File: config.mk
export PLATFORM = sky130hd
export DESIGN_NAME = decoder_nofm_scan
export DESIGN_NICKNAME = d
export VERILOG_FILES = /design/src/rtl/decoder_nofm_scan.sv
export SDC_FILE = /design/constraint.sdc
export NUM_CORES = 1
export LEC_CHECK = 0
export ABC_CLOCK_PERIOD_IN_PS = 2280
export BUFFER_PORTS_ARGS = -buffer_cell sky130_fd_sc_hd__buf_2
export CELL_PAD_IN_SITES_DETAIL_PLACEMENT = 2
export CELL_PAD_IN_SITES_GLOBAL_PLACEMENT = 2
export CORE_MARGIN = 10
export CORE_UTILIZATION = 30
export DETAILED_ROUTE_END_ITERATION = 12
export HOLD_SLACK_MARGIN = 0.05
export PLACE_DENSITY = 0.82
export SYNTH_ARGS = -nofsm -noshare
export SYNTH_HDL_FRONTEND = slang
export SYNTH_SLANG_ARGS = --single-unit
File: constraint.sdc
create_clock -name clk -period 2.28 [get_ports clk]
set_input_delay 0.342 -clock clk [delete_from_list [all_inputs] [get_ports clk]]
set_output_delay 0.342 -clock clk [all_outputs]
set_load 0.01 [all_outputs]
File: src/rtl/decoder_nofm_scan.sv
// Registered one-of-N active-low decoder with direct and prescaled scan modes.
// Optional break-before-make blanking on scan steps: DECODER_SCAN_BLANK_EN.
//
// Ports:
//   clk      system clock, all state updates on rising edge
//   reset    synchronous active-high reset
//   en       1 = outputs live, 0 = outputs forced high and state held
//   mode     0 = direct decode of code_in, 1 = scan
//   code_in  direct-mode code, scan-mode load value
//   load     scan mode: jump index to code_in
//   div      scan step period is div+1 clk cycles
//   out_n    registered active-low one-hot output
//   idx      index currently driven on out_n
//   wrap     one-cycle pulse on the OUT_N-1 -> 0 scan step
//   err      out-of-range code (direct) or illegal load (scan)
module decoder_nofm_scan #(
  parameter int unsigned IN_W  = 4,
  parameter int unsigned OUT_N = 10,
  parameter int unsigned DIV_W = 8
) (
  input  logic             clk,
  input  logic             reset,
  input  logic             en,
  input  logic             mode,
  input  logic [IN_W-1:0]  code_in,
  input  logic             load,
  input  logic [DIV_W-1:0] div,
  output logic [OUT_N-1:0] out_n,
  output logic [IN_W-1:0]  idx,
  output logic             wrap,
  output logic             err
);

  if (OUT_N < 2 || OUT_N > (1 << IN_W)) begin : g_bad_out_n
    $error("decoder_nofm_scan: OUT_N must be in 2..2**IN_W");
  end

`ifdef DECODER_SCAN_BLANK_EN
  localparam bit BLANK = 1'b1;
`else
  localparam bit BLANK = 1'b0;
`endif

  localparam logic [IN_W-1:0] LAST = IN_W'(OUT_N - 1);

  logic [OUT_N-1:0] r_out_n;
  logic [IN_W-1:0]  r_idx;
  logic [DIV_W-1:0] r_pre;
  logic             r_wrap;
  logic             r_err;

  logic [OUT_N-1:0] w_out_n;
  logic [IN_W-1:0]  w_idx;
  logic [DIV_W-1:0] w_pre;
  logic             w_wrap;
  logic             w_err;
  logic             w_step;
  logic             w_in_range;

  function automatic logic [OUT_N-1:0] f_decode(
    input logic [IN_W-1:0] k
  );
    logic [OUT_N-1:0] v;
    v = '1;
    for (int i = 0; i < int'(OUT_N); i++) begin
      if (k == IN_W'(i)) v[i] = 1'b0;
    end
    return v;
  endfunction

  // OUT_N may equal 2**IN_W, so compare in 32 bits.
  assign w_in_range = (32'(code_in) < 32'(OUT_N));

  always_comb begin
    w_out_n = r_out_n;
    w_idx   = r_idx;
    w_pre   = r_pre;
    w_wrap  = 1'b0;
    w_err   = r_err;
    w_step  = 1'b0;
    if (!en) begin
      w_out_n = '1;
    end else if (!mode) begin
      w_pre   = '0;
      w_err   = !w_in_range;
      if (w_in_range) w_idx = code_in;
      w_out_n = f_decode(code_in);
    end else begin
      if (load) begin
        w_step = 1'b1;
        w_pre  = '0;
        w_idx  = w_in_range ? code_in : '0;
        w_err  = !w_in_range;
      end else if (r_pre == div) begin
        w_step = 1'b1;
        w_pre  = '0;
        w_wrap = (r_idx == LAST);
        w_idx  = (r_idx == LAST) ? '0
                                 : r_idx + IN_W'(1);
      end else begin
        // Natural wrap past 2**DIV_W-1 if div was lowered.
        w_pre = r_pre + DIV_W'(1);
      end
      w_out_n = (BLANK && w_step) ? '1
                                  : f_decode(w_idx);
    end
  end

  always_ff @(posedge clk) begin
    if (reset) begin
      r_out_n <= '1;
      r_idx   <= '0;
      r_pre   <= '0;
      r_wrap  <= 1'b0;
      r_err   <= 1'b0;
    end else begin
      r_out_n <= w_out_n;
      r_idx   <= w_idx;
      r_pre   <= w_pre;
      r_wrap  <= w_wrap;
      r_err   <= w_err;
    end
  end

  assign out_n = r_out_n;
  assign idx   = r_idx;
  assign wrap  = r_wrap;
  assign err   = r_err;

endmodule

**After elaboration in Yosys (flattened, before gate mapping)**

Index checks and enable logic that the tools add are counted.

- Add/subtract/negate cells: 2
- $lt $le $gt $ge: 1
- Equality and inequality tests: 21
- Muxes and demuxes: 34
- Bitwise logic cells: 3
- Reductions and logical operators: 8

Operators with widths:

| operator | number |
|---|---|
| $eq A4 B3 Y1 const B | 8 |
| $mux W4 | 8 |
| $mux W8 | 3 |
| $mux W1 | 22 |
| $eq A4 B4 Y1 const B | 5 |
| $eq A4 B2 Y1 const B | 4 |
| $mux W10 | 1 |
| $add A8 B1 Y8 const B | 1 |
| $eq A4 B1 Y1 const B | 2 |
| $eq A8 B8 Y1 | 1 |
| $logic_not A4 Y1 | 2 |
| $reduce_or A5 Y1 | 1 |
| $add A4 B1 Y4 const B | 1 |
| $lt A4 B4 Y1 const B | 1 |
| $reduce_and A2 Y1 | 2 |
| $not A1 Y1 | 3 |
| $ne A2 B1 Y1 const B | 1 |
| $reduce_bool A2 Y1 | 1 |
| $reduce_or A2 Y1 | 1 |
| $logic_not A1 Y1 | 1 |

- Bits in registers: 24
- Word-level logic and storage cells: 74

**Depth between registers and ports, before layout**

Gate-level depths: netlist of run 1.

- Depth in word-level cells: 9
- Mapped depth: 7
- Mapped depth without buffers: 6

**Worst setup path before layout of run 1**

Ideal clock, no wire load.

- Path kind: register to register
- Start point: register r_pre[0]
- End point: register r_idx[0], in the netlist idx[0]
- Data arrival time: 1946 ps
- Path slack: 268 ps
- Cell stages (with the launch flop): 8
- Buffers on the path: 1
- Cells stage by stage: dfxtp_1 xnor2_1 nand4_1 or4b_1 and3_1 buf_6 a211o_1 a21oi_2

- Longest elaborated chain between the ends: 6

Ends and longest elaborated chain:

| what | line | text |
|---|---|---|
| start, declared | 48 | `logic [DIV_W-1:0] r_pre;` |
| start signal, assigned | 119 | `r_pre <= w_pre;` |
| $eq A8 B8 Y1 | 94 | `end else if (r_pre == div) begin` |
| $mux W4 | 94 |  |
| $mux W4 | 89 | `if (load) begin` |
| $mux W4 | 83 | `end else if (!mode) begin` |
| $mux W4 | 81 | `if (!en) begin` |
| $mux W4 | 83 |  |
| end signal, assigned | 118 | `r_idx <= w_idx;` |
| end, declared | 47 | `logic [IN_W-1:0] r_idx;` |

Every way passes these cells. The select of a mux whose other input is x is not followed.
A chain may end at the register's enable or synchronous reset.

**Worst setup path after layout of run 1**

- Start point: register r_pre[1]
- End point: register r_out_n[7], in the netlist out_n[7]

- Longest elaborated chain between the ends: 8

Ends and longest elaborated chain:

| what | line | text |
|---|---|---|
| $eq A8 B8 Y1 | 94 |  |
| $mux W4 | 94 |  |
| $mux W4 | 89 |  |
| $mux W4 | 83 |  |
| $mux W4 | 81 |  |
| $eq A4 B3 Y1 | 66 | `if (k == IN_W'(i)) v[i] = 1'b0;` |
| $mux W1 | 66 |  |
| $mux W10 | 83 |  |
| end signal, assigned | 117 | `r_out_n <= w_out_n;` |
| end, declared | 46 | `logic [OUT_N-1:0] r_out_n;` |

Every way passes these cells. The select of a mux whose other input is x is not followed.

==> results of run 1 <==
## cell usage after synthesis (2+ instances only)
cell / n / area [um^2]
clkbuf_1: 4 / 15.0
a41o_1: 2 / 20.0
xnor2_1: 9 / 78.8
a41oi_1: 2 / 17.5
nand3_1: 5 / 25.0
buf_2: 2 / 10.0
or4b_1: 2 / 20.0
o21a_1: 2 / 15.0
a31oi_1: 2 / 12.5
nand4_1: 6 / 37.5
nand2_1: 15 / 56.3
a21oi_1: 7 / 35.0
nand3b_1: 2 / 15.0
a22oi_1: 2 / 15.0
nor4_1: 6 / 37.5
a32oi_1: 2 / 17.5
and3_1: 5 / 31.3
nor3_1: 5 / 25.0
nor2_1: 23 / 86.3
o21ai_1: 3 / 15.0
dfxtp_1: 24 / 480
nor2b_1: 3 / 18.8
o21ai_0: 7 / 35.0
nand2b_1: 6 / 37.5
xor2_1: 6 / 52.6
inv_1: 4 / 15.0
## per-layer routing
layer  routed length, um  GRT usage, %  up-vias  part of all wire, %
met4                 106          4.49        0                  2.0
met1                2090          14.8      738                   39
met5                   0             0        -                    0
met3                 248          3.37        9                  4.6
li1                    -             -      682                    -
met2                2910          26.7       26                   54
## power breakdown
part / internal [mW] / leakage [nW] / total (mW) / switching (mW)
clock: 0.155 / 0.0288 / 0.311 / 0.156
sequential: 0.430 / 0.196 / 0.440 / 0.0100
combinational: 0.0692 / 0.430 / 0.190 / 0.121
total: 0.654 / 0.655 / 0.941 / 0.287
## kinds of logic (layout without fill, tap and decap cells)
group,count (synthesis),after routing
buf+inv,11,45
flops,24,24
compound gates,36,36
fa+ha+maj,1,1
xor+xnor,16,16
simple gates,83,83
## registers in the layout (all words and copies together) (netlist names)
name,cells
r_pre,8
wrap,1
idx,4
out_n,10
err,1
## worst paths after layout
| path | to | slack, ns | depth (start not counted) |
|---|---|---|---|
| worst max-delay path | out_n[7] | 0.14 | 6 |
| worst min-delay path | idx[0] | 0.33 | 2 |
| worst max register to register | out_n[7] | 0.14 | 6 |
| worst min register to register | err | 0.54 | 2 |
## layout make-up
cell class,count,share of cell area [%]
Tap cell,52,3.80
Sequential cell,24,28.2
Inverter,4,0.877
Timing Repair Buffer,37,11.5
Clock buffer,4,3.22
Multi-Input combinational cell,136,52.3
## timing repair
item                                   CTS  global route
buffers inserted                         0             1
pin swaps                                1             1
endpoints found under the hold margin    0             0
gates resized for setup                  3            11
setup endpoints to repair                2             6
## per-stage QoR
step | setup TNS (ns) | std cells
2_1_floorplan | 0 | 171
3_3_place_gp | 0 | 252
3_5_place_dp | -0.154 | 252
4_1_cts | 0 | 256
5_1_grt | -0.0661 | 257
6_report | 0 | 257
==> impl_metrics.csv, run 1 <==
group,metric,value,unit
run,cap_violations,0,
sta,skew,0.00860,ns
final_layout,nNetsFinal,224,
synthesis,synth_compound_area_share,17.6,%
synthesis,synth-seq-cells,24,
sta,final-setup-viol-count,0,
final_layout,postLayoutCoreUtil,39.3,%
power_and_ir_drop,p_per_area,550,mW/mm^2
critical_path,critPathMaxStageDelay,0.54,ns
cts,clock_sinks,24,
critical_path,worstPathMaxFanout,4,
die,die_h,87.3,um
route,vias,1455,
die,fp.dieW,87.3,um
critical_path,critical_path.cell_chain,"xnor2_1, nand4_1, or4b_4, and3_1, nor4_4, o21ai_1",
sta,maxSlewHeadroom,46.5,%
die,rows,24,
die,start_util,31.2,%
cts,cts_buffers,3,
critical_path,end_kind,"flip-flop",
die,dieArea,0.00762,mm^2
placement,dp_hpwl,4090,um
critical_path,cp_top_family,"simple AND/OR/NAND/NOR gates",
synthesis,yosysUniqueCellTypes,41,
synthesis,muxShareOfSynthArea,0,%
critical_path,critPathLaunch,"r_pre[1]",
critical_path,cp_slowest_cell,"or4b_4",
placement,globalplace.congestion,0.822,
sta,finalCritPeriodShare,94.0,%
synthesis,synth_xor_area_share,10.9,%
cts,cts_max_level,1,
sta,hold_viol,0,
critical_path,worstPathBufferInverterCount,0,
synthesis,synth_area_per_cell,7.94,um^2
global_routing,track_usage,14.1,%
route,postRouteAntennaNets,0,
sta,setup_ws,0.137,ns
sta,drv_slew,0,
synthesis,synth_simple_gate_area_share,31.4,%
sta,worstMarginPinSlew,0.795,ns
route,drc,0,
final_layout,multiInputGateArea,896,um^2
synthesis,synth_top_family_by_area,"simple AND/OR/NAND/NOR gates",
critical_path,worstPathRequired,2.43,ns
route,drt_first_pass_iters,4,
synthesis,yosysWarnings,0,
final_layout,final_cell_mix,"buf_2, nor2_1, dfxtp_1, nand2_1",
synthesis,ys_seq_area_share,35.4,%
route,drtIter0Drc,111,
critical_path,r2r_start,"r_pre[1]",
die,coreArea,0.00435,mm^2
synthesis,synthArstFlopShare,0,%
synthesis,syn-num-nets,189,
final_layout,antenna_cells,0,
synthesis,synth_ff_type,"dfxtp_1",
cts,clk_pin_slew,0.10,ns
global_routing,grt_antenna_before_repair,0,
global_routing,grt_pass1_vias,1640,
outcome,status,"completed",
critical_path,start_kind,"flip-flop",
power_and_ir_drop,vdd_drop_max,0.206,mV
cts,worstSkewPairLatency,0.28,ns
cts,cts_tree,"built",
sta,whs,0.327,ns
power_and_ir_drop,p_leak,0.655,nW
critical_path,critPathKind,"flip-flop to flip-flop",
final_layout,layout-drive-gt1-share,27.8,%
min_path,hp-start,"reset",
route,wl_per_cell,20.8,um
power_and_ir_drop,power,0.941,mW
die,io-pin-count,33,
sta,fin_crit,2.14,ns
synthesis,synthCells,171,
min_path,hold_path_class,"input port to flip-flop",
final_layout,synthToLayoutAreaGrowth,26.1,%
global_routing,grt_max_degree,14,
critical_path,cp.arrival,2.29,ns
synthesis,synthAdderAreaFrac,0.922,%
cts,ctsHoldBuffers,0,
route,vias_per_cell,5.66,
placement,place_ws,-0.0825,ns
final_layout,fillers,493,
placement,portBuffers,32,
synthesis,syn_area,0.00136,mm^2
sta,fmax,467,MHz
final_layout,final_area,0.00171,mm^2
placement,place_area,0.00158,mm^2
route,routed_wl,5350,um
cts,cts_buffer_depth,2,
global_routing,grt_pass1_wl,8560,um
global_routing,overflow,0,
cts,cts-root-buf,"clkbuf_8",
final_layout,layout_commonest_cell,"buf_2",
synthesis,synth_edf_count,0,
final_layout,regArea,483,um^2
(Power assumes the default switching activity.)
==> run 2: changes to the inputs <==
RECOVER_POWER = 25   (was default)
REMOVE_ABC_BUFFERS = 1   (was default)
==> impl_metrics.csv, run 2 (synthesis results as in run 1) <==
group,metric,value,unit
outcome,status,"complete, but fails checks",
outcome,violations,"negative setup slack",
critical_path,critPathLaunch,"r_pre[5]",
route,postRouteAntennaNets,0,
placement,globalplace.congestion,0.839,
die,rows,24,
sta,hold_viol,0,
cts,cts_buffer_depth,2,
sta,drv_slew,0,
critical_path,cp-endpoint,"out_n[7]",
min_path,hold_path_class,"input port to flip-flop",
power_and_ir_drop,vdd_drop_max,0.199,mV
route,vias,1431,
final_layout,layout-drive-gt1-share,22.1,%
final_layout,nNetsFinal,223,
cts,cts_buffers,3,
critical_path,start_kind,"flip-flop",
critical_path,end_kind,"flip-flop",
cts,cts_tree,"built",
power_and_ir_drop,p_per_area,556,mW/mm^2
final_layout,largest_register_ffs,10,
cts,cts_max_level,1,
cts,worstSkewPairLatency,0.27,ns
final_layout,layout_commonest_cell,"nor2_1",
sta,final-setup-viol-count,2,
run,cap_violations,0,
die,fp.dieW,87.3,um
critical_path,r2r_slack,-0.03,ns
final_layout,fillers,512,
sta,fmax,433,MHz
sta,finalCritPeriodShare,101,%
power_and_ir_drop,p_leak,0.622,nW
global_routing,grt_pass1_wl,8160,um
sta,maxSlewHeadroom,43.5,%
cts,cts-root-buf,"clkbuf_8",
die,io-pin-count,33,
sta,setup_ws,-0.0306,ns
critical_path,critPathKind,"flip-flop to flip-flop",
placement,dp_hpwl,3910,um
route,drtIter0Drc,88,
final_layout,final_cell_mix,"nor2_1, buf_2, dfxtp_1, nand2_1, clkbuf_1",
global_routing,grt_antenna_before_repair,0,
power_and_ir_drop,power,0.924,mW
sta,fin_crit,2.31,ns
critical_path,worstPathRequired,2.43,ns
placement,portBuffers,32,
critical_path,worstPathMaxFanout,4,
critical_path,reg2regPathDepth,7,
sta,setup_tns,-0.0361,ns
route,routed_wl,5100,um
sta,skew,0.00471,ns
final_layout,final_area,0.00166,mm^2
cts,clk_pin_slew,0.09,ns
cts,clock_sinks,24,
global_routing,grt_pass1_vias,1581,
die,coreArea,0.00435,mm^2
die,dieArea,0.00762,mm^2
placement,place_area,0.00156,mm^2
die,start_util,31.2,%
route,vias_per_cell,5.59,
die,die_h,87.3,um
final_layout,postLayoutCoreUtil,38.2,%
critical_path,r2r_start,"r_pre[5]",
final_layout,antenna_cells,0,
route,drc,0,
global_routing,track_usage,13.1,%
route,wl_per_cell,19.9,um
global_routing,overflow,0,
critical_path,cp.arrival,2.46,ns
route,drt_first_pass_iters,4,
sta,worstMarginPinSlew,0.839,ns
final_layout,synthToLayoutAreaGrowth,22.4,%
critical_path,timing.rr.end,"out_n[7]",
global_routing,grt_max_degree,14,
## run 2: cell count changes in the layout (fill, tap and decap cells not counted), moves of 2 or more
cell      previous run  this run
buf_2               32        22
clkbuf_1             0        10
dfxtp_1             22        19
dfxtp_2              2         5
or4b_1               0         2
or4b_4               2         0
## run 2: cell type report
class                   instances  area [um^2]  area share, %
clock buffers                   4         55.1           3.31
inverters                       4         15.0          0.904
multi-input cells             136          862           51.9
flip-flops and latches         24          487           29.3
well taps                      52         65.1           3.92
repair buffers                 36          178           10.7
## run 2: how the worst min path moves through the flow
stage          start  endpoint  slack [ns]  depth (start not counted)
2_1_floorplan  reset    idx[0]        0.40                          1
3_3_place_gp     err       err        0.47                          2
3_5_place_dp     err       err        0.48                          2
4_1_cts        reset    idx[0]        0.36                          2
5_1_grt        reset    idx[0]        0.38                          2
6_report       reset    idx[0]        0.36                          2
## run 2: through the flow
stage	worst slack [ns]	cells	hold slack (ns)
4_1_cts	0.0131	254	0.357
5_1_grt	-0.0884	256	0.385
3_3_place_gp	0.116	250	0.471
6_report	-0.0306	256	0.358
2_1_floorplan	0.328	164	0.404
3_5_place_dp	-0.0855	250	0.479
## run 2: worst max-delay path: stages, from the launching register on
cell,delay (ns)
dfxtp_2,0.36
xnor2_2,0.22
nand4_1,0.23
buf_4,0.21
or4b_1,0.53
and3_1,0.22
nor4_1,0.29
o21ai_1,0.12
## run 2: what timing repair did
action | 4_1_cts | 5_1_grt
buffers inserted | 0 | 2
hold buffers | 0 | 0
endpoints found under the setup margin | 1 | 5
pin swaps | 0 | 1
gates resized for setup | 1 | 10
cloned | 0 | 0
## run 2: report_power, final
| part | switching [mW] | internal [mW] | total [mW] |
|---|---|---|---|
| Combinational | 0.113 | 0.0646 | 0.178 |
| Clock | 0.151 | 0.155 | 0.305 |
| Sequential | 0.0118 | 0.430 | 0.441 |
| Total | 0.276 | 0.649 | 0.924 |
## run 2: per-layer routing
metal / global-route usage, % / up-vias / share of wire, %
met5: 0 / - / 0
met4: 3.04 / 0 / 0.55
met3: 2.90 / 4 / 4.4
met2: 22.4 / 31 / 52
met1: 16.3 / 716 / 43
li1: - / 680 / -
==> run 3: changes to the inputs <==
SETUP_SLACK_MARGIN = 0.2   (was default)
==> impl_metrics.csv, run 3 (synthesis results as in run 1) <==
group,metric,value,unit
sta,worstMarginPinSlew,0.840,ns
critical_path,r2r_slack,0.13,ns
global_routing,grt_max_degree,14,
final_layout,fillers,500,
global_routing,grt_pass1_vias,1607,
final_layout,largest_register_ffs,10,
cts,cts_buffer_depth,2,
power_and_ir_drop,vdd_drop_max,0.203,mV
outcome,status,"completed",
final_layout,synthToLayoutAreaGrowth,31.7,%
placement,dp.cells,250,
cts,clk_pin_slew,0.10,ns
die,fp.dieW,87.3,um
sta,setup_ws,0.128,ns
final_layout,final_area,0.00179,mm^2
sta,whs,0.380,ns
sta,maxSlewHeadroom,43.4,%
cts,cts_buffers,3,
power_and_ir_drop,p_leak,0.679,nW
route,vias_per_cell,5.78,
die,die_h,87.3,um
cts,cts_tree,"built",
final_layout,antenna_cells,0,
critical_path,start_kind,"flip-flop",
critical_path,end_kind,"flip-flop",
power_and_ir_drop,power,0.955,mW
die,coreArea,0.00435,mm^2
sta,grt_setup_unrepaired,"true",
sta,hold_viol,0,
placement,place_ws,-0.0855,ns
sta,finalCritPeriodShare,94.4,%
route,drt_first_pass_iters,4,
route,drtIter0Drc,90,
route,vias,1496,
route,wl_per_cell,21.1,um
final_layout,instances_no_fill,259,
sta,fin_crit,2.15,ns
die,dieArea,0.00762,mm^2
critical_path,worstPathRequired,2.43,ns
cts,cts-root-buf,"clkbuf_8",
final_layout,nNetsFinal,226,
global_routing,grt_pass1_wl,8230,um
cts,clock_sinks,24,
final_layout,final_cell_mix,"nor2_1, buf_2, dfxtp_1, nand2_1, clkbuf_1",
critical_path,worstPathMaxFanout,5,
min_path,hold_path_class,"input port to flip-flop",
placement,place_area,0.00156,mm^2
route,routed_wl,5470,um
run,cap_violations,0,
sta,final-setup-viol-count,0,
final_layout,layout-drive-gt1-share,30.9,%
sta,drv_slew,0,
sta,fmax,465,MHz
die,io-pin-count,33,
die,rows,24,
placement,globalplace.congestion,0.839,
cts,cts_max_level,1,
die,start_util,31.2,%
sta,skew,0.00702,ns
global_routing,grt_antenna_before_repair,0,
critical_path,cp.arrival,2.30,ns
global_routing,track_usage,13.3,%
route,postRouteAntennaNets,0,
global_routing,overflow,0,
placement,portBuffers,32,
cts,worstSkewPairLatency,0.28,ns
route,drc,0,
critical_path,critPathKind,"flip-flop to flip-flop",
power_and_ir_drop,p_per_area,534,mW/mm^2
placement,dp_hpwl,3910,um
run 3: cell count changes in the layout (fill, tap and decap cells not counted), moves of 3 or more:
cell     change
xnor2_1      -4
xnor2_2      +4
buf_4        +3
o21ai_0      -3
nor4_1       -3
run 3: stage by stage:
stage               setup TNS, ns  utilization, %
floorplan                       0               -
global placement                0            35.9
detailed placement         -0.119            35.9
CTS                             0            38.4
global route                    0            41.1
finish                          0            41.1
run 3: final timing paths:
| check | start | end | cells past startpoint |
|---|---|---|---|
| setup / recovery | r_pre[0] | out_n[3] | 7 |
| hold / removal | reset | r_pre[1] | 2 |
| setup reg to reg | r_pre[0] | out_n[3] | 7 |
| hold reg to reg | err | err | 2 |
run 3: repair_timing:
action / 4_1_cts / 5_1_grt
hold buffers: 0 / 0
setup buffers: 1 / 4
gates resized for setup: 12 / 23
setup endpoints to repair: 6 / 13
pin swaps: 2 / 8
run 3: cell type report:
cell class                 instances  area (um^2)  area share [%]
clock buffer                       4         55.1            3.08
inverter                           4         15.0           0.840
multi-input combinational        136          960            53.7
sequential                        24          493            27.6
tap                               52         65.1            3.64
timing repair buffer              39          200            11.2
run 3: critical path, cell delays in order (launching register included):
cell and delay, ns:
dfxtp_2 0.36, xnor2_2 0.18, nand4_1 0.20, buf_4 0.20
o21ai_0 0.35, nand3_2 0.29, nor4_4 0.33, o21ai_1 0.09
run 3: report_power, final:
part | leakage, nW | internal, mW | switching, mW | total (mW)
Sequential | 0.199 | 0.428 | 0.0126 | 0.440
Combinational | 0.452 | 0.0746 | 0.129 | 0.204
Clock | 0.0288 | 0.155 | 0.157 | 0.311
run 3: routing by layer:
metal | up-vias | routed length, um | track usage (%)
met4 | 0 | 29 | 3.91
met2 | 32 | 2880 | 22.8
met5 | - | 0 | 0
met3 | 4 | 236 | 3.00
li1 | 692 | - | -
met1 | 768 | 2330 | 16.0
